===== config.mk =====
export PLATFORM = sky130hd
export DESIGN_NAME = bnn_classify_ctrl
export DESIGN_NICKNAME = d
export VERILOG_FILES = /design/src/rtl/bnn_pkg.sv /design/src/rtl/bnn_argmax_seq.sv /design/src/rtl/bnn_classify_ctrl.sv
export SDC_FILE = /design/constraint.sdc
export NUM_CORES = 1
export LEC_CHECK = 0
export BUFFER_PORTS_ARGS = -buffer_cell sky130_fd_sc_hd__clkbuf_2
export CAP_MARGIN = 20
export CORE_MARGIN = 2
export CORE_UTILIZATION = 40
export CTS_CLUSTER_DIAMETER = 30
export CTS_CLUSTER_SIZE = 14
export DETAILED_ROUTE_END_ITERATION = 7
export GPL_TIMING_DRIVEN = 1
export PLACE_DENSITY = 0.58
export SYNTH_ARGS = -nofsm -noshare
export SYNTH_HDL_FRONTEND = slang
export SYNTH_SLANG_ARGS = --single-unit

===== constraint.sdc =====
create_clock -name clk_i -period 3.5 [get_ports clk_i]
set_input_delay 0.175 -clock clk_i [delete_from_list [all_inputs] [get_ports clk_i]]
set_output_delay 0.175 -clock clk_i [all_outputs]
set_load 0.05 [all_outputs]

===== src/rtl/bnn_pkg.sv =====
// Shared definitions for the BNN classification controller.
// Holds the image/score geometry, the packed image and score types used
// on the BNN boundary, and the controller FSM state encoding.
package bnn_pkg;

  localparam int NUM_CLASSES = 10;
  localparam int SCORE_W     = 5;
  localparam int IMG_ROWS    = 8;
  localparam int IMG_COLS    = 8;

  // One binary image plane: [channel][row][column], row 7 is the top row.
  typedef logic [0:0][IMG_ROWS-1:0][IMG_COLS-1:0] image_t;

  // Per-class two's-complement scores from the BNN output layer.
  typedef logic [NUM_CLASSES-1:0][SCORE_W-1:0] scores_t;

  typedef enum logic [2:0] {
    ST_LOAD,
    ST_SETTLE,
    ST_CAPTURE,
    ST_SCAN,
    ST_DONE
  } state_t;

endpackage


===== src/rtl/bnn_argmax_seq.sv =====
// Sequential argmax over a frozen score snapshot, one class per cycle.
// Ports:
//   clk_i, rst_i : clock and synchronous active-high reset
//   start_i      : begin a new scan on the next edge (index restarts at 0)
//   snap_i       : the 10 captured class scores, held stable during the scan
//   class_o      : best class including the candidate examined this cycle
//   score_o      : best score including the candidate examined this cycle
//   done_o       : high in the cycle that examines the last class; class_o and
//                  score_o are then the final result
module bnn_argmax_seq
  import bnn_pkg::*;
(
  input  logic               clk_i,
  input  logic               rst_i,
  input  logic               start_i,
  input  scores_t            snap_i,
  output logic [3:0]         class_o,
  output logic [SCORE_W-1:0] score_o,
  output logic               done_o
);

  localparam logic [3:0] LAST_IDX = 4'(NUM_CLASSES - 1);

  logic                      busy_reg;
  logic [3:0]                idx_reg;
  logic [3:0]                best_class_reg;
  logic signed [SCORE_W-1:0] best_score_reg;
  logic signed [SCORE_W-1:0] cand;
  logic                      take;

  // Class 0 seeds the running best; later classes replace it only when
  // strictly greater, so ties keep the lower index. Both operands are
  // declared signed at the native 5-bit width, so -16 compares lowest.
  always_comb begin
    cand    = snap_i[idx_reg];
    take    = (idx_reg == 4'd0) || (cand > best_score_reg);
    class_o = take ? idx_reg : best_class_reg;
    score_o = take ? cand : best_score_reg;
    done_o  = busy_reg && (idx_reg == LAST_IDX);
  end

  always_ff @(posedge clk_i) begin
    if (rst_i) begin
      busy_reg       <= 1'b0;
      idx_reg        <= 4'd0;
      best_class_reg <= 4'd0;
      best_score_reg <= '0;
    end else if (start_i) begin
      busy_reg <= 1'b1;
      idx_reg  <= 4'd0;
    end else if (busy_reg) begin
      best_class_reg <= class_o;
      best_score_reg <= score_o;
      if (done_o) begin
        busy_reg <= 1'b0;
        idx_reg  <= 4'd0;
      end else begin
        idx_reg <= idx_reg + 4'd1;
      end
    end
  end

endmodule


===== src/rtl/bnn_classify_ctrl.sv =====
// Controller that feeds an 8x8 binary image to a BNN and reports the argmax.
// Rows are streamed in with a valid/ready handshake, held on layer_o while
// the network settles, the class scores are snapshotted, scanned for the
// maximum, and the result is offered with a valid/ready handshake.
// Ports:
//   clk_i, rst_i             : clock and synchronous active-high reset
//   row_valid_i, row_data_i  : incoming image row (MSB = leftmost pixel)
//   row_ready_o              : row accepted on an edge where both are high
//   layer_o                  : image driven to the BNN input layer
//   layer_i                  : class scores from the BNN output layer
//   res_valid_o, res_ready_i : result handshake
//   res_class_o, res_score_o : winning class index and its signed score
module bnn_classify_ctrl
  import bnn_pkg::*;
#(
  parameter int SETTLE_CYCLES = 4
) (
  input  logic                clk_i,
  input  logic                rst_i,
  input  logic                row_valid_i,
  input  logic [IMG_COLS-1:0] row_data_i,
  output logic                row_ready_o,
  output image_t              layer_o,
  input  scores_t             layer_i,
  output logic                res_valid_o,
  input  logic                res_ready_i,
  output logic [3:0]          res_class_o,
  output logic [SCORE_W-1:0]  res_score_o
);

  localparam logic [2:0] LAST_ROW    = 3'(IMG_ROWS - 1);
  localparam logic [7:0] SETTLE_LAST = 8'(SETTLE_CYCLES - 1);

  state_t               state_reg;
  logic [2:0]           k_reg;
  logic [7:0]           settle_cnt_reg;
  image_t               layer_reg;
  scores_t              snap_reg;
  logic                 res_valid_reg;
  logic [3:0]           res_class_reg;
  logic [SCORE_W-1:0]   res_score_reg;

  logic                 row_accept;
  logic                 scan_start;
  logic [3:0]           scan_class;
  logic [SCORE_W-1:0]   scan_score;
  logic                 scan_done;

  // Gated by rst_i so ready is low during reset yet high in the very first
  // cycle after release (state is already LOAD at that point).
  assign row_ready_o = (state_reg == ST_LOAD) && !rst_i;
  assign row_accept  = row_valid_i && row_ready_o;
  assign scan_start  = (state_reg == ST_CAPTURE);

  assign layer_o     = layer_reg;
  assign res_valid_o = res_valid_reg;
  assign res_class_o = res_class_reg;
  assign res_score_o = res_score_reg;

  bnn_argmax_seq u_argmax (
    .clk_i   (clk_i),
    .rst_i   (rst_i),
    .start_i (scan_start),
    .snap_i  (snap_reg),
    .class_o (scan_class),
    .score_o (scan_score),
    .done_o  (scan_done)
  );

  always_ff @(posedge clk_i) begin
    if (rst_i) begin
      state_reg      <= ST_LOAD;
      k_reg          <= 3'd0;
      settle_cnt_reg <= 8'd0;
      layer_reg      <= '0;
      snap_reg       <= '0;
      res_valid_reg  <= 1'b0;
      res_class_reg  <= 4'd0;
      res_score_reg  <= '0;
    end else begin
      case (state_reg)
        ST_LOAD: begin
          if (row_accept) begin
            // First row lands in the top row of the plane.
            layer_reg[0][3'd7 - k_reg] <= row_data_i;
            if (k_reg == LAST_ROW) begin
              k_reg     <= 3'd0;
              state_reg <= ST_SETTLE;
            end else begin
              k_reg <= k_reg + 3'd1;
            end
          end
        end

        ST_SETTLE: begin
          if (settle_cnt_reg == SETTLE_LAST) begin
            settle_cnt_reg <= 8'd0;
            state_reg      <= ST_CAPTURE;
          end else begin
            settle_cnt_reg <= settle_cnt_reg + 8'd1;
          end
        end

        ST_CAPTURE: begin
          // Freeze the scores so later layer_i activity cannot reach the scan.
          snap_reg  <= layer_i;
          state_reg <= ST_SCAN;
        end

        ST_SCAN: begin
          // The final step's comparison is folded in combinationally, so the
          // result registers load on the same edge the scan finishes.
          if (scan_done) begin
            res_class_reg <= scan_class;
            res_score_reg <= scan_score;
            res_valid_reg <= 1'b1;
            state_reg     <= ST_DONE;
          end
        end

        ST_DONE: begin
          if (res_ready_i) begin
            res_valid_reg <= 1'b0;
            state_reg     <= ST_LOAD;
          end
        end

        default: state_reg <= ST_LOAD;
      endcase
    end
  end

endmodule

Word-level counts from Yosys, hierarchy flattened
Cells that the tools add are included.

Register bits after elaboration: 152. Latch bits: 0. Memory bits (writable): 0. Memory bits (read-only): 0. Input port bits: 62. Output and inout bits: 75. Logic and storage cells: 86. Memories kept: 0.

Add/subtract/negate cells: 4. $mul: 0. Divide/modulo/power cells: 0. Order comparisons: 4. Equal/unequal tests: 12. Shift-type cells: 0. Mux-type cells: 22. Bitwise operators: 1. Reduce and logical (&&, ||, !) cells: 15.

Operator list (number): 64-bit bitwise mux (1); 8-bit demux with 3-bit select (1); 5-bit binary-select mux with 4-bit select (1); 3-bit 2-to-1 mux (6); 8-bit 2-to-1 mux (2); 3-bit case mux with 5 select lines (1); 5-bit 2-to-1 mux (2); 8-bit by 1-bit adder with 8-bit output, second input constant (1); 8-bit by 2-bit equality test with 1-bit output, second input constant (1); 4-bit 2-to-1 mux (2); 2-bit inequality test, second input constant (4); 3-bit by 2-bit equality test with 1-bit output, second input constant (2); 3-bit equality test, second input constant (2); 2-bit AND reduction (3); 5-bit greater-than comparator (1); 4-bit by 5-bit < comparator with 1-bit output, second input constant (1); 1-bit 2-to-1 mux (5); 5-bit AND reduction (1); 4-bit by 1-bit adder with 4-bit output, second input constant (1); 4-bit equality test, second input constant (1); 1-bit logical AND (4); 4-bit logical NOT (1); 3-bit by 4-bit < comparator with 1-bit output, second input constant (1); 3-bit by 1-bit adder with 3-bit output, second input constant (1); 12 further kinds (12).

Longest topological paths before layout
Gate-level depths: netlist (run 1).

Word-level depth: 6. Mapped depth: 12. Depth with buffers taken out: 10.

Hierarchy
Synthesis (run 1) repeated with hierarchy kept, for this count alone.

Cell total of the unflattened synthesis: 737. Area total of the unflattened synthesis: 6590.1 um^2.

By module, submodules not included: bnn_classify_ctrl (instances 1, cells an instance 574, area each 5196.2 um^2, sequential area each 2762.6 um^2); bnn_argmax_seq (instances 1, cells an instance 163, area each 1393.8 um^2, sequential area each 280.3 um^2).

Worst setup path before layout (run 1)
No wires, ideal clock.

Path kind: reg-to-reg. From: register u_argmax.idx_reg[0]. To: register res_class_reg[1], in the netlist res_class_o[1]. Setup time: 92 ps. Data arrival time: 2862 ps. Required time: 3408 ps. Path slack: 546 ps. Stages on the path, launching flop included: 13. Buffers on the path: 3. Period minus slack after synthesis: 2954 ps. Path through: dfxtp_1 buf_2 buf_2 mux4_2 a22oi_1 o21ai_0 ha_1 nand3_1 o221a_2 o21ai_0 clkbuf_1 nor3_1 nor4_1.

Cells in the longest elaborated chain, start to end: 5. Elaborated cells on any way between the ends: 9. Classes of those cells: 1 x order compare; 1 x eq/ne; 3 x mux; 4 x reduce/logical.

RTL lines: start, declared (line bnn_argmax_seq.sv:25) `logic [3:0] idx_reg;`; start signal, assigned (line bnn_argmax_seq.sv:58) `idx_reg <= idx_reg + 4'd1;`; 5-bit binary-select mux with 4-bit select (line bnn_argmax_seq.sv:35) `cand = snap_i[idx_reg];`; 5-bit 2-to-1 mux (not written as such) (line bnn_argmax_seq.sv:35); 5-bit greater-than comparator (line bnn_argmax_seq.sv:36) `take = (idx_reg == 4'd0) || (cand > best_score_reg);`; 1-bit logical OR (line bnn_argmax_seq.sv:36); 4-bit 2-to-1 mux (line bnn_argmax_seq.sv:37) `class_o = take ? idx_reg : best_class_reg;`; end signal, assigned (line bnn_classify_ctrl.sv:114) `res_class_reg <= scan_class;`; end, declared (line bnn_classify_ctrl.sv:40) `logic [3:0] res_class_reg;`.

Several ways; a longest one is shown, not always the timed one. The select of a mux whose other input is x is not followed. A chain may end at the register's enable or synchronous reset.

Worst setup path after layout (run 1)
From: register u_argmax.idx_reg[0]. To: register res_score_reg[2], in the netlist res_score_o[2].

Cells in the longest elaborated chain, start to end: 5. Elaborated cells on any way between the ends: 9. Classes of those cells: 1 x order compare; 1 x eq/ne; 3 x mux; 4 x reduce/logical.

RTL lines: 5-bit binary-select mux with 4-bit select (line bnn_argmax_seq.sv:35); 5-bit 2-to-1 mux (not written as such) (line bnn_argmax_seq.sv:35); 5-bit greater-than comparator (line bnn_argmax_seq.sv:36); 1-bit logical OR (line bnn_argmax_seq.sv:36); 5-bit 2-to-1 mux (line bnn_argmax_seq.sv:38) `score_o = take ? cand : best_score_reg;`; end signal, assigned (line bnn_classify_ctrl.sv:115) `res_score_reg <= scan_score;`; end, declared (line bnn_classify_ctrl.sv:41) `logic [SCORE_W-1:0] res_score_reg;`.

Several ways; a longest one is shown, not always the timed one. The select of a mux whose other input is x is not followed.

==> impl_metrics.csv, run 1 <==
group,metric,value,unit
placed_design,placed_area,0.00711,sq mm
layout,finalInstanceArea,0.00820,sq mm
cts,worstSkewPairLatency,0.42,ns
critical_path,rrSetupSlack,0.26,ns
cts,htreeDepth,4,
synth,async_flop_share,0,%
synth,synthTopCellsByCount,"dfxtp_1 (152), nand2_1 (112), nor2_1 (94)",
critical_path,cp_common_cell,"o21ai_0",
floorplan,io_pins,137,
cts,path_clk_slew,0.06,ns
layout,nNetsFinal,924,
detailed_routing,drtIter0Drc,314,
synth,yosysMostFrequentCell,"dfxtp_1",
critical_path,path_class,"reg2reg",
cts,post_cts.repair.setup_buffers,0,
floorplan,rows,45,
floorplan,dieArea,0.0168,sq mm
sta,grt_setup_unrepaired,"false",
global_routing,grtUsageMet3,4.67,%
hold_path,hold_path_startpoint,"res_ready_i",
detailed_routing,via_count,5420,
critical_path,critPathArrivalTime,3.61,ns
status,status,"completed",
floorplan,coreArea,0.0153,sq mm
layout,layout-drive-gt1-share,23.1,%
sta,whs,0.0670,ns
synth,syn_area_per_cell,9.16,sq um
global_routing,gr-total-overflow,0,
synth,synth_cells,691,
layout,final_util,53.5,%
hold_path,hp-class,"in2reg",
sta,relSlewSlack,57.6,%
placed_design,gp_congestion,0.853,
layout,largest_reg_flops,64,
synth,ys.flop_type,"dfxtp_1",
floorplan,initial_core_util,41.3,%
critical_path,critPathTopFamily,"compound AO/OA/AOI/OAI gates",
critical_path,worst_setup_path_end_kind,"flip-flop",
layout,num_antenna_cells,0,
cts,cts-buffers-inserted,17,
synth,synth_edf_count,0,
sta,drv_slew,0,
floorplan,die_width,130,um
detailed_routing,drc,0,
sta,tns,0,ns
critical_path,cp_max_fo,17,
synth,ys_seq_area_share,48.1,%
detailed_routing,drt-wirelength-per-cell,14.9,um
global_routing,grt_pass1_vias,5260,
layout,syn_to_final_growth,29.6,%
detailed_routing,via_per_inst,5.05,
synth,yosys-top-cells-area,"dfxtp_1 (48%), mux2i_1 (12%), nand2_1 (6.6%), nor2_1 (5.6%), a21oi_1 (4.9%)",
sta,finalCritPeriodShare,92.6,%
global_routing,met1_usage,27.4,%
critical_path,reg2reg_to,"res_score_o[2]$_SDFFE_PP0P_",
critical_path,rr_worst_depth,11,
synth,synth_top_area_share,48.1,%
pwr,p_leak,3.61,nW
global_routing,antenna_found_initial,0,
sta,setup_violations,0,
job,maxCapViolations,0,
global_routing,grt_max_degree,112,
synth,synth-seq-cells,152,
sta,clock_skew,0.00562,ns
cts,clockRootBuffer,"clkbuf_16",
sta,layout_min_cycle_time,3.24,ns
global_routing,grt_pass1_wl,26200,um
global_routing,top_usage_layer,"met2",
synth,synth_top_cell_by_area,"dfxtp_1",
pwr,peakVddDrop,299,uV
detailed_routing,final_antenna_net_count,0,
critical_path,cp.required,3.87,ns
critical_path,slowest_delay,0.53,ns
placed_design,post-dp-hpwl,11100,um
hold_path,holdPathEnd,"state_reg[2]$_SDFFE_PP0P_",
synth,yosysWarnings,0,
global_routing,use_met2,30.6,%
critical_path,slowest_stage,"mux4_2",
sta,finalHoldViolations,0,
floorplan,die_h,130,um
sta,tightest_slew,0.633,ns
critical_path,path_cells,"buf_6, mux4_2, a22oi_1, o21ai_0, ha_1, nand4_1, o21ai_0, o21ai_0, buf_4, or4_1, nand3_1",
synth,syn-num-nets,764,
global_routing,grt_usage,19.9,%
placed_design,port_buffers,136,
critical_path,r2r_start,"u_argmax.idx_reg[0]$_SDFFE_PP0P_",
pwr,p_per_area,485,mW/mm^2
cts,cts.sinks,152,
hold_path,holdPathStages,3,
critical_path,crit_path_start_kind,"flip-flop",
synth,syn_area,0.00633,sq mm
detailed_routing,first_pass_iters,5,
cts,clock_path_buffers,2,
critical_path,crit_buf_inv,2,
sta,max_freq,309,MHz
cts,cts_tree,"yes",
detailed_routing,wirelength,16000,um
synth,yosysUniqueCellTypes,49,
-- how the worst max path moves through the flow --
| stage | from | end | slack, ns | cells after the start |
|---|---|---|---|---|
| 2_1_floorplan | u_argmax.idx_reg[0]$_SDFFE_PP0P_ | res_class_o[1]$_SDFFE_PP0P_ | 0.55 | 12 |
| 3_3_place_gp | u_argmax.idx_reg[0]$_SDFFE_PP0P_ | res_score_o[3]$_SDFFE_PP0P_ | 0.48 | 11 |
| 3_5_place_dp | u_argmax.idx_reg[0]$_SDFFE_PP0P_ | res_score_o[4]$_SDFFE_PP0P_ | 0.28 | 11 |
| 4_1_cts | u_argmax.idx_reg[0]$_SDFFE_PP0P_ | res_score_o[4]$_SDFFE_PP0P_ | 0.25 | 11 |
| 5_1_grt | u_argmax.idx_reg[1]$_SDFFE_PP0P_ | res_score_o[1]$_SDFFE_PP0P_ | 0.007 | 12 |
| 6_report | u_argmax.idx_reg[0]$_SDFFE_PP0P_ | res_score_o[2]$_SDFFE_PP0P_ | 0.26 | 11 |
-- through the flow --
stage | total power [mW] | std cells | setup slack, ns
CTS | 4.01 | 1073 | 0.254
floorplan | 2.10 | 691 | 0.546
finish | 3.98 | 1074 | 0.259
global route | 4.12 | 1074 | 0.00671
global placement | 2.20 | 992 | 0.484
detailed placement | 2.21 | 992 | 0.281
-- routing by layer --
metal  share of wire, %  vias up
met5                  0        -
met4                1.8        0
met3                4.3       25
met2                 46      128
met1                 48     2579
li1                   -     2688
-- power by group --
part	total [mW]	switching [mW]	internal, mW
clock network	1.76	0.721	1.04
logic	0.404	0.236	0.169
registers	1.81	0.0368	1.78
-- cells by family (layout without fill, tap and decap cells) --
family | Yosys count | count (layout) | share of synthesized area [%]
simple gates | 280 | 280 | 20.6
mux | 90 | 90 | 16.3
buf+inv | 65 | 237 | 4.35
flops | 152 | 152 | 48.1
fa+ha+maj | 11 | 11 | 2.18
compound gates | 89 | 89 | 8.01
xor+xnor | 4 | 4 | 0.554
-- tightest hold or removal path, stage by stage --
cell and delay (ns):
clkbuf_2 0.10, nand3b_1 0.10, a21oi_1 0.06
-- layout make-up --
class,count,area [sq um]
Clock buffer,18,429
Clock inverter,13,133
Fill cell,1429,7120
Inverter,11,41.3
Multi-Input combinational cell,474,3010
Sequential cell,152,3040
Tap cell,211,264
Timing Repair Buffer,195,1270
-- cell usage in the layout, fill, tap and decap left out, drive strengths merged, types with 2 or more instances in the layout --
master | synthesis | layout
clkbuf | 41 | 153
inv | 11 | 11
nand3b | 8 | 8
nor3b | 5 | 5
nor3 | 14 | 14
or4b | 3 | 3
nand4 | 5 | 5
mux2 | 2 | 2
xor2 | 3 | 3
mux4 | 10 | 10
o21a | 2 | 2
nand3 | 14 | 14
nand2 | 113 | 113
nor4 | 3 | 3
nor2b | 2 | 2
a21oi | 62 | 62
or4 | 5 | 5
a311oi | 3 | 3
dlygate4sd3 | 0 | 50
nand2b | 2 | 2
clkinvlp | 0 | 4
dfxtp | 152 | 152
nand4b | 4 | 4
bufinv | 0 | 2
a22oi | 5 | 5
clkinv | 0 | 7
ha | 11 | 11
nor2 | 94 | 94
o21ai | 11 | 11
mux2i | 78 | 78
buf | 13 | 10
and3 | 4 | 4
-- timing repair --
item,4_1_cts,5_1_grt
endpoints found under the setup margin,0,1
hold buffers,50,0
resized for setup,0,1
endpoints found under the hold margin,50,0
Note: power is estimated with default switching activity, not from simulation.
==> run 2: changes to the inputs <==
Clock period 3.5 ns to 4 ns, I/O delays scaled along.
==> run 2 against run 1 <==
Effect of this change: count of clock-buffer cells in the layout up 4; largest power group is now clock; routed wire length decreased by 0.96%; sequential share of layout area increased by 1.2 points; clock skew is 0.0010 ns higher; non-clock buffer count is 32 lower; global-route usage shrank 0.54 points; utilization fell by 1.6 points; final area fell by 3.0%.
==> impl_metrics.csv, run 2 (synthesized netlist as in run 1, its figures left out) <==
group,metric,value,unit
hold_path,hold_path_startpoint,"layer_i[14]",
placed_design,gp_congestion,0.830,
critical_path,r2r_start,"u_argmax.idx_reg[0]$_SDFFE_PP0P_",
sta,grt_setup_unrepaired,"false",
cts,cts-buffers-inserted,17,
global_routing,grt_pass1_wl,25700,um
global_routing,grt_max_degree,92,
critical_path,crit_path_start_kind,"flip-flop",
sta,finalHoldViolations,0,
layout,largest_reg_flops,64,
sta,tightest_slew,0.927,ns
sta,tns,0,ns
pwr,p_per_area,461,mW/mm^2
floorplan,die_h,130,um
layout,layout-drive-gt1-share,23.6,%
critical_path,critPathArrivalTime,3.94,ns
pwr,power,3.66,mW
floorplan,initial_core_util,41.3,%
detailed_routing,drt-wirelength-per-cell,15.2,um
critical_path,cp.depth,11,
detailed_routing,via_count,5226,
global_routing,grt_pass1_vias,5118,
cts,clockRootBuffer,"clkbuf_16",
hold_path,hp-class,"in2reg",
critical_path,rr_worst_depth,11,
floorplan,io_pins,137,
layout,most-common-layout-cells,"dfxtp_1 (152), clkbuf_2 (135), nand2_1 (112), nor2_1 (94), mux2i_1 (78)",
sta,setup_violations,0,
floorplan,die_width,130,um
cts,htreeDepth,4,
cts,post_cts.repair.setup_buffers,0,
floorplan,rows,45,
layout,nNetsFinal,892,
sta,drv_slew,0,
sta,clock_skew,0.00667,ns
layout,layout_commonest_cell,"dfxtp_1",
floorplan,dieArea,0.0168,sq mm
global_routing,gr-total-overflow,0,
detailed_routing,final_antenna_net_count,0,
status,status,"completed",
critical_path,cp_common_cell,"buf_4",
detailed_routing,via_per_inst,5.02,
layout,syn_to_final_growth,25.7,%
global_routing,grt_usage,19.4,%
job,maxCapViolations,0,
critical_path,path_cells,"buf_4, mux4_2, a22oi_1, o21ai_0, ha_1, nor3b_1, o221a_2, o21ai_1, buf_4, mux2i_1, nor2_1",
cts,path_clk_slew,0.06,ns
floorplan,coreArea,0.0153,sq mm
cts,worstSkewPairLatency,0.42,ns
critical_path,cp.required,4.26,ns
critical_path,cp_max_fo,13,
critical_path,slowest_stage,"dfxtp_1",
critical_path,cp-startpoint,"u_argmax.idx_reg[0]$_SDFFE_PP0P_",
critical_path,crit_path_end,"u_argmax.best_score_reg[4]$_SDFFE_PP0P_",
critical_path,path_class,"reg2reg",
pwr,p_leak,3.52,nW
placed_design,port_buffers,136,
critical_path,slowest_delay,0.76,ns
pwr,peakVddDrop,291,uV
sta,finalCritPeriodShare,92.0,%
detailed_routing,wirelength,15900,um
critical_path,worst_setup_path_end_kind,"flip-flop",
cts,clock_path_buffers,2,
detailed_routing,drtIter0Drc,348,
detailed_routing,drc,0,
critical_path,rrSetupSlack,0.32,ns
critical_path,crit_buf_inv,2,
global_routing,antenna_found_initial,0,
critical_path,reg2reg_to,"u_argmax.best_score_reg[4]$_SDFFE_PP0P_",
detailed_routing,first_pass_iters,5,
critical_path,critPathTopFamily,"compound AO/OA/AOI/OAI gates",
layout,num_antenna_cells,0,
placed_design,post-dp-hpwl,11100,um
cts,cts.sinks,152,
cts,cts_tree,"yes",
sta,max_freq,272,MHz
sta,layout_min_cycle_time,3.68,ns
sta,relSlewSlack,38.2,%
-- run 2: cell count changes in the layout (fill, tap and decap cells not counted), sizes merged --
cell,change
dlygate4sd3,-31
clkbuf,+4
clkinv,-4
clkinvlp,-4
bufinv,+3
buf,-1
-- run 2: worst min path at each step --
stage / endpoint / slack, ns / depth (start not counted)
5_1_grt: snap_reg[44]$_SDFFE_PP0P_ / 0.009 / 3
4_1_cts: snap_reg[46]$_SDFFE_PP0P_ / 0.001 / 3
2_1_floorplan: snap_reg[0]$_SDFFE_PP0P_ / 0.34 / 2
3_5_place_dp: snap_reg[36]$_SDFFE_PP0P_ / 0.43 / 3
6_report: snap_reg[14]$_SDFFE_PP0P_ / 0.01 / 3
3_3_place_gp: snap_reg[46]$_SDFFE_PP0P_ / 0.42 / 3
-- run 2: repair_timing --
item | 4_1_cts | 5_1_grt
gates resized for setup | 0 | 0
hold buffers | 19 | 0
endpoints found under the hold margin | 19 | 0
-- run 2: per-layer routing --
metal	part of all wire [%]	track usage, %
met5	0	0
met2	46	30.2
met3	3.8	3.77
met4	1.5	6.33
met1	49	27.2
-- run 2: layout make-up --
type	count	area, sq um
inverter	11	41.3
timing repair buffer	163	946
multi-input combinational	474	3010
sequential	152	3040
clock inverter	8	169
fill	1462	7360
clock buffer	22	474
tap	211	264
-- run 2: per-stage QoR --
step | hold slack, ns | util (%) | setup slack, ns | instances | area (sq um)
floorplan | 0.336 | - | 1.05 | 691 | 6330
CTS | 0.00144 | 51.8 | 0.309 | 1040 | 7930
detailed placement | 0.431 | 46.3 | 0.354 | 991 | 7100
global route | 0.00930 | 51.9 | 0.00156 | 1041 | 7950
global placement | 0.422 | 46.3 | 0.491 | 991 | 7100
finish | 0.0102 | 51.9 | 0.321 | 1041 | 7950
-- run 2: tightest hold or removal path: stages --
cell and delay (ns):
clkbuf_2 0.08, nand2_1 0.04, a21oi_1 0.05
-- run 2: report_power, final --
group          switching (mW)  total [mW]  internal [mW]
Sequential             0.0383        1.59           1.55
Combinational           0.194       0.321          0.127
Clock                   0.601        1.75           1.15
Total                   0.833        3.66           2.83
